### config.mk
export PLATFORM = sky130hd
export DESIGN_NAME = axi_id_remap_ctrl
export DESIGN_NICKNAME = d
export VERILOG_FILES = /design/src/rtl/axi_id_remap_pkg.sv /design/src/rtl/axi_id_remap_table.sv /design/src/rtl/axi_id_remap_ctrl.sv
export SDC_FILE = /design/constraint.sdc
export NUM_CORES = 2
export LEC_CHECK = 0
export ABC_AREA = 0
export ABC_CLOCK_PERIOD_IN_PS = 12530
export CORE_ASPECT_RATIO = 0.6
export CORE_MARGIN = 1
export CORE_UTILIZATION = 50
export CTS_CLUSTER_DIAMETER = 30
export CTS_CLUSTER_SIZE = 40
export DETAILED_ROUTE_END_ITERATION = 10
export GPL_TIMING_DRIVEN = 0
export PLACE_DENSITY_LB_ADDON = 0.12
export RECOVER_POWER = 25
export SLEW_MARGIN = 20
export SYNTH_ARGS = -nofsm -noshare
export SYNTH_HDL_FRONTEND = slang
export SYNTH_HIERARCHICAL = 1
export SYNTH_SLANG_ARGS = --single-unit
### constraint.sdc
create_clock -name clk_i -period 12.53 [get_ports clk_i]
set_clock_uncertainty 0.05 [all_clocks]
set_input_delay 1.8795 -clock clk_i [delete_from_list [all_inputs] [get_ports clk_i]]
set_output_delay 1.8795 -clock clk_i [all_outputs]
set_load 0.01 [all_outputs]
### src/rtl/axi_id_remap_pkg.sv
// Shared configuration, slot record and lookup helpers for the AXI ID remapper.
package axi_id_remap_pkg;

  localparam int SlvIdWidth   = 8;
  localparam int MstIdWidth   = 4;
  localparam int NumSlots     = 16;
  localparam int MaxTxnsPerId = 8;
  localparam int CntWidth     = $clog2(MaxTxnsPerId + 1);
  localparam int IdxWidth     = (NumSlots > 1) ? $clog2(NumSlots) : 1;

  typedef logic [IdxWidth-1:0] idx_t;

  typedef struct packed {
    logic                  valid;
    logic [SlvIdWidth-1:0] slv_id;
    logic [CntWidth-1:0]   cnt;
  } slot_t;

  typedef struct packed {
    logic found;
    idx_t idx;
  } pick_t;

  // Scanning downwards lets the lowest matching index win.
  function automatic pick_t first_free(input slot_t tbl [NumSlots]);
    pick_t res;
    res = '0;
    for (int i = NumSlots - 1; i >= 0; i--) begin
      if (!tbl[i].valid) res = '{found: 1'b1, idx: idx_t'(i)};
    end
    return res;
  endfunction

  function automatic pick_t id_match(input slot_t tbl [NumSlots],
                                     input logic [SlvIdWidth-1:0] id);
    pick_t res;
    res = '0;
    for (int i = NumSlots - 1; i >= 0; i--) begin
      if (tbl[i].valid && tbl[i].slv_id == id) res = '{found: 1'b1, idx: idx_t'(i)};
    end
    return res;
  endfunction

endpackage

### src/rtl/axi_id_remap_table.sv
// One direction's mapping table: allocates a narrow ID per request and restores the
// wide ID on responses, counting outstanding transactions per slot.
module axi_id_remap_table
  import axi_id_remap_pkg::*;
(
  input  logic                  clk_i,
  input  logic                  rst_i,
  input  logic                  ax_valid_i,
  input  logic                  ax_ready_i,
  input  logic [SlvIdWidth-1:0] ax_id_i,
  output logic                  stall_o,
  output logic [MstIdWidth-1:0] mst_id_o,
  input  logic                  retire_i,
  input  logic [MstIdWidth-1:0] retire_id_i,
  output logic [SlvIdWidth-1:0] slv_id_o,
  output logic                  empty_o
);

  slot_t r_tbl     [NumSlots];
  slot_t w_nextTbl [NumSlots];
  logic  r_pending;
  idx_t  r_heldIdx;

  pick_t w_hit;
  pick_t w_free;
  idx_t  w_selIdx;
  idx_t  w_retIdx;
  slot_t w_heldSlot;
  slot_t w_retSlot;
  logic  w_stall;
  logic  w_noSlot;
  logic  w_hs;
  logic  w_retOk;
  logic  w_retInRange;

  assign w_hit      = id_match(r_tbl, ax_id_i);
  assign w_free     = first_free(r_tbl);
  assign w_heldSlot = r_tbl[r_heldIdx];
  assign w_retIdx   = retire_id_i[IdxWidth-1:0];
  assign w_retSlot  = r_tbl[w_retIdx];

  if (NumSlots == 2 ** IdxWidth) begin : g_fullRange
    assign w_retInRange = 1'b1;
  end else begin : g_partRange
    assign w_retInRange = (w_retIdx < idx_t'(NumSlots));
  end

  // A held slot that emptied meanwhile is simply re-allocated, so only a foreign owner
  // or a full counter can stall it. With no slot at all nothing is held.
  always_comb begin
    w_selIdx = r_heldIdx;
    w_stall  = 1'b0;
    w_noSlot = 1'b0;
    if (r_pending) begin
      w_stall = w_heldSlot.valid &&
                (w_heldSlot.slv_id != ax_id_i || w_heldSlot.cnt == CntWidth'(MaxTxnsPerId));
    end else if (w_hit.found) begin
      w_selIdx = w_hit.idx;
      w_stall  = (r_tbl[w_hit.idx].cnt == CntWidth'(MaxTxnsPerId));
    end else if (w_free.found) begin
      w_selIdx = w_free.idx;
    end else begin
      w_selIdx = '0;
      w_stall  = 1'b1;
      w_noSlot = 1'b1;
    end
  end

  assign w_hs     = ax_valid_i && ax_ready_i && !w_stall;
  assign w_retOk  = retire_i && w_retInRange && w_retSlot.valid && (w_retSlot.cnt != '0);
  assign stall_o  = w_stall;
  assign mst_id_o = MstIdWidth'(w_selIdx);
  assign slv_id_o = w_retSlot.slv_id;

  always_comb begin
    w_nextTbl = r_tbl;
    if (w_hs) begin
      w_nextTbl[w_selIdx].valid  = 1'b1;
      w_nextTbl[w_selIdx].slv_id = ax_id_i;
      w_nextTbl[w_selIdx].cnt    = r_tbl[w_selIdx].cnt + CntWidth'(1);
    end
    if (w_retOk) begin
      if (w_hs && w_selIdx == w_retIdx) begin
        w_nextTbl[w_retIdx].cnt = r_tbl[w_retIdx].cnt;
      end else begin
        w_nextTbl[w_retIdx].cnt = r_tbl[w_retIdx].cnt - CntWidth'(1);
        if (r_tbl[w_retIdx].cnt == CntWidth'(1)) w_nextTbl[w_retIdx].valid = 1'b0;
      end
    end
  end

  always_comb begin
    empty_o = 1'b1;
    for (int i = 0; i < NumSlots; i++) begin
      if (r_tbl[i].valid) empty_o = 1'b0;
    end
  end

  always_ff @(posedge clk_i) begin
    if (rst_i) begin
      for (int i = 0; i < NumSlots; i++) r_tbl[i] <= '0;
      r_pending <= 1'b0;
      r_heldIdx <= '0;
    end else begin
      r_tbl     <= w_nextTbl;
      r_pending <= ax_valid_i && !w_hs && !w_noSlot;
      r_heldIdx <= w_selIdx;
    end
  end

  a_idStable : assert property (@(posedge clk_i) disable iff (rst_i)
    (ax_valid_i && !w_hs && !w_noSlot) |=> (!ax_valid_i || mst_id_o == $past(mst_id_o)));

  a_retireValid : assert property (@(posedge clk_i) disable iff (rst_i)
    retire_i |-> (w_retInRange && w_retSlot.valid && w_retSlot.cnt != '0));

endmodule

### src/rtl/axi_id_remap_ctrl.sv
// ID remap controller: independent write (AW/B) and read (AR/R) mapping tables.
module axi_id_remap_ctrl
  import axi_id_remap_pkg::*;
(
  input  logic                  clk_i,
  input  logic                  rst_i,
  input  logic                  aw_valid_i,
  input  logic                  aw_ready_i,
  input  logic [SlvIdWidth-1:0] aw_id_i,
  output logic                  aw_stall_o,
  output logic [MstIdWidth-1:0] mst_aw_id_o,
  input  logic                  b_valid_i,
  input  logic                  b_ready_i,
  input  logic [MstIdWidth-1:0] b_id_i,
  output logic [SlvIdWidth-1:0] slv_b_id_o,
  input  logic                  ar_valid_i,
  input  logic                  ar_ready_i,
  input  logic [SlvIdWidth-1:0] ar_id_i,
  output logic                  ar_stall_o,
  output logic [MstIdWidth-1:0] mst_ar_id_o,
  input  logic                  r_valid_i,
  input  logic                  r_ready_i,
  input  logic                  r_last_i,
  input  logic [MstIdWidth-1:0] r_id_i,
  output logic [SlvIdWidth-1:0] slv_r_id_o,
  output logic                  idle_o
);

  if (NumSlots < 1 || NumSlots > 2 ** MstIdWidth) begin : g_badNumSlots
    $error("NumSlots must lie in 1..2**MstIdWidth");
  end
  if (MaxTxnsPerId < 1) begin : g_badMaxTxns
    $error("MaxTxnsPerId must be at least 1");
  end

  logic w_bFire;
  logic w_rFire;
  logic w_awEmpty;
  logic w_arEmpty;

  // A read slot is only released by the final beat of its burst.
  assign w_bFire = b_valid_i && b_ready_i;
  assign w_rFire = r_valid_i && r_ready_i && r_last_i;
  assign idle_o  = w_awEmpty && w_arEmpty;

  axi_id_remap_table u_wrTable (
    .clk_i       (clk_i),
    .rst_i       (rst_i),
    .ax_valid_i  (aw_valid_i),
    .ax_ready_i  (aw_ready_i),
    .ax_id_i     (aw_id_i),
    .stall_o     (aw_stall_o),
    .mst_id_o    (mst_aw_id_o),
    .retire_i    (w_bFire),
    .retire_id_i (b_id_i),
    .slv_id_o    (slv_b_id_o),
    .empty_o     (w_awEmpty)
  );

  axi_id_remap_table u_rdTable (
    .clk_i       (clk_i),
    .rst_i       (rst_i),
    .ax_valid_i  (ar_valid_i),
    .ax_ready_i  (ar_ready_i),
    .ax_id_i     (ar_id_i),
    .stall_o     (ar_stall_o),
    .mst_id_o    (mst_ar_id_o),
    .retire_i    (w_rFire),
    .retire_id_i (r_id_i),
    .slv_id_o    (slv_r_id_o),
    .empty_o     (w_arEmpty)
  );

endmodule

Word-level counts from Yosys, hierarchy flattened
Cells that the tools add are included.

Flip-flop bits (word level): 426. Latch bits: 0. Memory bits (writable): 0. Memory bits (read-only): 0. Input bits: 35. Output and inout bits: 27. Word-level logic and storage cells: 408. Memories: 0.

$add $sub $neg: 4. Multipliers: 0. Divide/modulo/power cells: 0. Order comparisons: 12. Eq/ne operators: 42. Shift operators: 0. Multiplexer cells: 176. Bitwise logic cells: 8. Reduce and logical (&&, ||, !) cells: 66.

Operators with widths (number): $bwmux W208 (12); $mux W208 (8); $demux W13 S4 (10); $bmux W13 S4 (8); $mux W5 (64); $eq A8 B8 Y1 (32); $mux W13 (12); $mux W4 (18); $logic_and A1 B1 Y1 (56); $mux W1 (42); $ge A5 B5 Y1 const B (8); $not A4 Y5 (8); $mux W12 (2); $lt A5 B1 Y1 const B (4); $eq A4 B4 Y1 const B (4); $ne A8 B8 Y1 (2); $add A4 B1 Y4 const B (2); $eq A4 B1 Y1 const B (2); $eq A4 B4 Y1 (2); $reduce_bool A4 Y1 (2); $sub A4 B1 Y4 const B (2); $logic_not A1 Y1 (6); $logic_or A1 B1 Y1 (2).

Depth between registers and ports, before layout
Word-level depth: 34. Mapped depth: 24.

Cells and area by module
The synthesis kept the hierarchy.

Modules (own cells, without submodules): axi_id_remap_table at u_rdTable (times used 1, cells an instance 1599, area each 15547.4 um2, sequential area each 4264.1 um2); axi_id_remap_table at u_wrTable (times used 1, cells an instance 1527, area each 15095.7 um2, sequential area each 4264.1 um2); axi_id_remap_ctrl (times used 1, cells an instance 3, area each 18.8 um2, sequential area each 0.0 um2).

Worst setup path before layout
OpenSTA, ideal clock, no wires.

Path kind: input -> output. Start: in b_id_i[0]. End: out slv_b_id_o[0]. Arrival: 4.731 ns. Path slack: 5.869 ns. Cell stages on the path: 6. Cell sequence: clkbuf_1 buf_1 clkbuf_1 buf_1 mux4_2 mux4_2.

Word-level cells in the longest chain between the ends: 4.

RTL lines: start, declared (line axi_id_remap_ctrl.sv:14) `input logic [MstIdWidth-1:0] b_id_i,`; $not A4 Y5 (not written as such) (line axi_id_remap_table.sv:40) `assign w_retSlot = r_tbl[w_retIdx];`; $bmux W13 S4 (line axi_id_remap_table.sv:40); $mux W13 (not written as such) (2 in series) (line axi_id_remap_table.sv:40); end, declared (line axi_id_remap_ctrl.sv:15) `output logic [SlvIdWidth-1:0] slv_b_id_o,`.

No other way between the ends. The select of a mux whose other input is x is not followed.

Worst setup path after layout
Start: in aw_id_i[7]. End: reg u_wrTable/r_tbl[28] (netlist bit).

Word-level cells in the longest chain between the ends: 33. Elaborated cells on any way between the ends: 86. Those cells by class: add/sub (1); order compare (2); eq/ne (19); mux (40); bitwise (2); reduce/logical (22).

RTL lines: start, declared (line axi_id_remap_ctrl.sv:9) `input logic [SlvIdWidth-1:0] aw_id_i,`; branches (longest 32 deep; another with $eq A8 B8 Y1); $mux W208 (*) (line axi_id_remap_table.sv:82) `if (w_retOk) begin`; end signal, assigned (line axi_id_remap_table.sv:105) `r_tbl <= w_nextTbl;`; end, declared (line axi_id_remap_table.sv:19) `slot_t r_tbl [NumSlots];`.

Mark *: on every way between the ends. The select of a mux whose other input is x is not followed. A chain may end at the register's enable or synchronous reset.

==> impl_metrics.py <==
metrics = {
    "clocking": {
        "post_cts_buffers": 0,
        "clk_pin_slew_ns": 0.05,
        "clk_latency_ns": 0.66,
        "cts_buffers": 86,
        "cts_hold_buf": 0,
        "cts.sinks": 426,
        "cts_buffer_depth": 3,
        "cts_resized": 0,
        "cts_tree": "built",
        "ctsHtreeMaxLevel": 3,
        "cts_root_buffer": "clkbuf_16",
    },
    "floorplan": {
        "start_util_pct": 51.2,
        "die_h_um": 194,
        "chipWidth_um": 322,
        "dieArea_sq_um": 62400,
        "coreArea_sq_um": 59900,
        "rows": 69,
        "io_pins": 62,
    },
    "global_route": {
        "antenna_found_initial": 1,
        "gr-total-overflow": 0,
        "grt_pass1_vias": 26600,
        "grt_max_degree": 14,
        "grt_pass1_wl_mm": 189,
        "gr-usage-all-layers_pct": 41.9,
    },
    "yosys": {
        "synthDistinctLibCells": 118,
        "ys_warn_count": 6,
        "synth_edf_count": 0,
        "ys_seq_elements": 426,
        "synth_ff_type": "dfxtp_1",
        "syn_avg_cell_area_sq_um": 9.80,
        "syn_area_sq_um": 30700,
        "seq_area_frac_synth_pct": 27.8,
        "synth_fp_nets": 3171,
        "async_flop_share_pct": 0,
        "synthCells": 3129,
    },
    "sta": {
        "worstMarginPinSlew_ns": 2.24,
        "finalSetupViolCount": 0,
        "maxSlewViolCount": 10,
        "period_share_pct": 85.0,
        "slew_headroom_pct": -49.8,
        "setup_tns_ns": 0,
        "min_period_ns": 10.65,
        "rsz0062_at_grt": "no",
        "fmax_mhz": 93.9,
        "hold_viol": 0,
    },
    "routing": {
        "drt-total-wl_mm": 132,
        "ant_nets": 0,
        "routedWlPerCell_um": 32.0,
        "via_per_inst": 6.95,
        "drc": 0,
        "firstDrtPassIters": 6,
        "drt_iter0_markers": 4940,
        "vias": 28800,
    },
    "power": {
        "ir_worst_vdd_v": 0.000121,
        "p_leak_nw": 12.0,
        "power.density_nw_per_um2": 122,
    },
    "setup_path": {
        "arrival_ns": 11.14,
        "path_class": "input pin to flip-flop",
        "cp.required_ns": 13.02,
        "end_kind": "flip-flop",
        "crit_path_start_kind": "input pin",
        "path_max_fanout": 10,
    },
    "job": {
        "drv_cap": 1,
    },
    "final_layout": {
        "fin_nets": 3296,
        "area_growth_pct": 13.0,
        "drive_above_1_share_pct": 18.7,
        "finalNonFillerCells": 4143,
        "fin_util_pct": 57.8,
    },
    "min_path": {
        "hp-class": "flip-flop to flip-flop",
    },
    "placed_design": {
        "routabilityCongestion": 1.09,
        "hpwl_mm": 103,
        "dpl.cell_count": 3982,
        "portBuffers": 37,
    },
    "outcome": {
        "status": "finished, violations left",
        "violations": "capacitance limit, slew limit",
    },
}
where the power goes:
| part | total [mW] | leakage (nW) | internal [mW] | switching [mW] |
|---|---|---|---|---|
| combinational | 0.485 | 7.12 | 0.156 | 0.329 |
| sequential | 1.38 | 3.43 | 1.37 | 0.0167 |
| clock | 2.37 | 1.42 | 1.49 | 0.878 |
| total | 4.23 | 12.0 | 3.01 | 1.22 |
cell type report:
type	count	area [sq um]
multi-input cells	2361	20000
flip-flops and latches	426	8530
repair buffers	37	370
clock buffers	107	2350
plain buffers	283	1540
diodes	2	5.00
clock inverters	52	617
fillers	5270	25300
well taps	816	1020
inverters	59	226
critical path, cell delays in order:
cell        delay, ns
clkbuf_1         0.30
clkbuf_1         0.58
xor2_1           0.43
nor3_1           0.19
nand4_1          0.24
nor4b_4          0.50
a21oi_1          0.14
o32ai_1          1.75
clkinvlp_2       1.07
or2_0            0.42
clkbuf_1         0.21
o22ai_1          0.19
mux2i_1          0.11
a32o_1           0.30
a21bo_1          0.17
buf_2            0.24
buf_4            0.30
inv_1            0.07
ha_1             0.21
xor2_1           0.95
buf_2            0.56
nor2_1           0.10
o22ai_1          0.21
cells by family (layout without fill, tap and decap cells):
| group | after synthesis | count (layout) | share of synthesized area [%] |
|---|---|---|---|
| xor+xnor | 286 | 286 | 8.26 |
| fa+ha+maj | 7 | 7 | 0.286 |
| mux | 588 | 588 | 28.7 |
| simple gates | 1044 | 1044 | 17.8 |
| flops | 426 | 426 | 27.8 |
| compound gates | 436 | 436 | 10.8 |
| other cells | 0 | 2 | 0 |
| buf+inv | 342 | 538 | 6.33 |
metrics by stage:
step | hold slack, ns | power [mW] | cell area, sq um | setup slack, ns
6_report | 0.450 | 4.23 | 34700 | 1.88
3_5_place_dp | 0.439 | 1.88 | 32100 | 3.86
3_3_place_gp | 0.428 | 1.88 | 32100 | 3.85
4_1_cts | 0.446 | 4.23 | 35000 | 3.85
2_1_floorplan | 0.413 | 1.71 | 30700 | 5.87
5_1_grt | 0.471 | 4.32 | 34700 | 1.79
cells in the mapped netlist (all sizes together) (5+ instances only):
master / number / area, sq um
xnor2: 248 / 2200
o21ai: 76 / 388
inv: 57 / 219
a2bb2oi: 6 / 52.6
nand2: 202 / 778
o2111ai: 5 / 43.8
nor2b: 18 / 113
dfxtp: 426 / 8530
mux2i: 320 / 3200
a21oi: 55 / 287
nor4b: 18 / 188
or4: 20 / 161
or4b: 15 / 150
a22oi: 11 / 87.6
nand2b: 25 / 174
or2: 11 / 68.8
nor2: 415 / 1570
o31ai: 7 / 57.6
or3: 35 / 219
a2111oi: 12 / 149
a311oi: 14 / 154
a211oi: 68 / 515
o211ai: 19 / 166
a21o: 18 / 135
a221oi: 22 / 274
ha: 7 / 87.6
a211o: 11 / 96.3
o22ai: 22 / 144
nor3: 56 / 438
o32ai: 6 / 71.3
nand3b: 7 / 52.6
nand4: 54 / 338
a31oi: 29 / 188
mux4: 228 / 5130
and2: 20 / 125
nand3: 81 / 405
nor4: 45 / 512
clkbuf: 120 / 452
xor2: 38 / 333
o21a: 8 / 67.6
buf: 163 / 1260
mux2: 40 / 450
and3: 10 / 63.8
cell usage in the layout, fill, tap and decap left out, types with 17 or more instances in the layout:
| cell | instances |
|---|---|
| clkbuf_1 | 162 |
| mux2i_1 | 320 |
| clkdlybuf4s50_1 | 37 |
| a21o_1 | 18 |
| nand4_1 | 54 |
| nor2_1 | 414 |
| nor3_1 | 41 |
| o22ai_1 | 21 |
| o21ai_1 | 23 |
| or3_1 | 35 |
| buf_2 | 40 |
| mux4_2 | 228 |
| dfxtp_1 | 426 |
| nand2_1 | 201 |
| o21ai_0 | 52 |
| inv_1 | 50 |
| nand3_1 | 81 |
| clkbuf_16 | 86 |
| xor2_1 | 38 |
| nand2b_1 | 22 |
| a211oi_1 | 67 |
| a21oi_1 | 53 |
| buf_4 | 21 |
| xnor2_1 | 246 |
| a31oi_1 | 29 |
| nor4b_1 | 17 |
| buf_1 | 24 |
| or4_1 | 19 |
| and2_1 | 18 |
| mux2_2 | 29 |
| nor2b_1 | 18 |
| inv_6 | 18 |
| nor4_1 | 28 |
| o211ai_1 | 17 |
| buf_6 | 29 |
worst paths after layout:
| kind | start | depth (start not counted) | slack [ns] | end |
|---|---|---|---|---|
| min | flip-flop | 2 | 0.45 | flip-flop |
| min reg2reg | flip-flop | 2 | 0.45 | flip-flop |
| max reg2reg | flip-flop | 21 | 3.63 | u_wrTable/r_tbl[28] |
| max | aw_id_i[7] | 23 | 1.88 | u_wrTable/r_tbl[28] |
routing by layer:
| metal | share of wire (%) | up-vias | track usage [%] |
|---|---|---|---|
| li1 | - | 11900 | - |
| met1 | 44 | 14300 | 64.2 |
| met2 | 37 | 2360 | 52.1 |
| met3 | 17 | 218 | 18.0 |
| met4 | 2.2 | 2 | 10.1 |
| met5 | 0.0098 | - | 0 |
(Power assumes the default switching activity.)
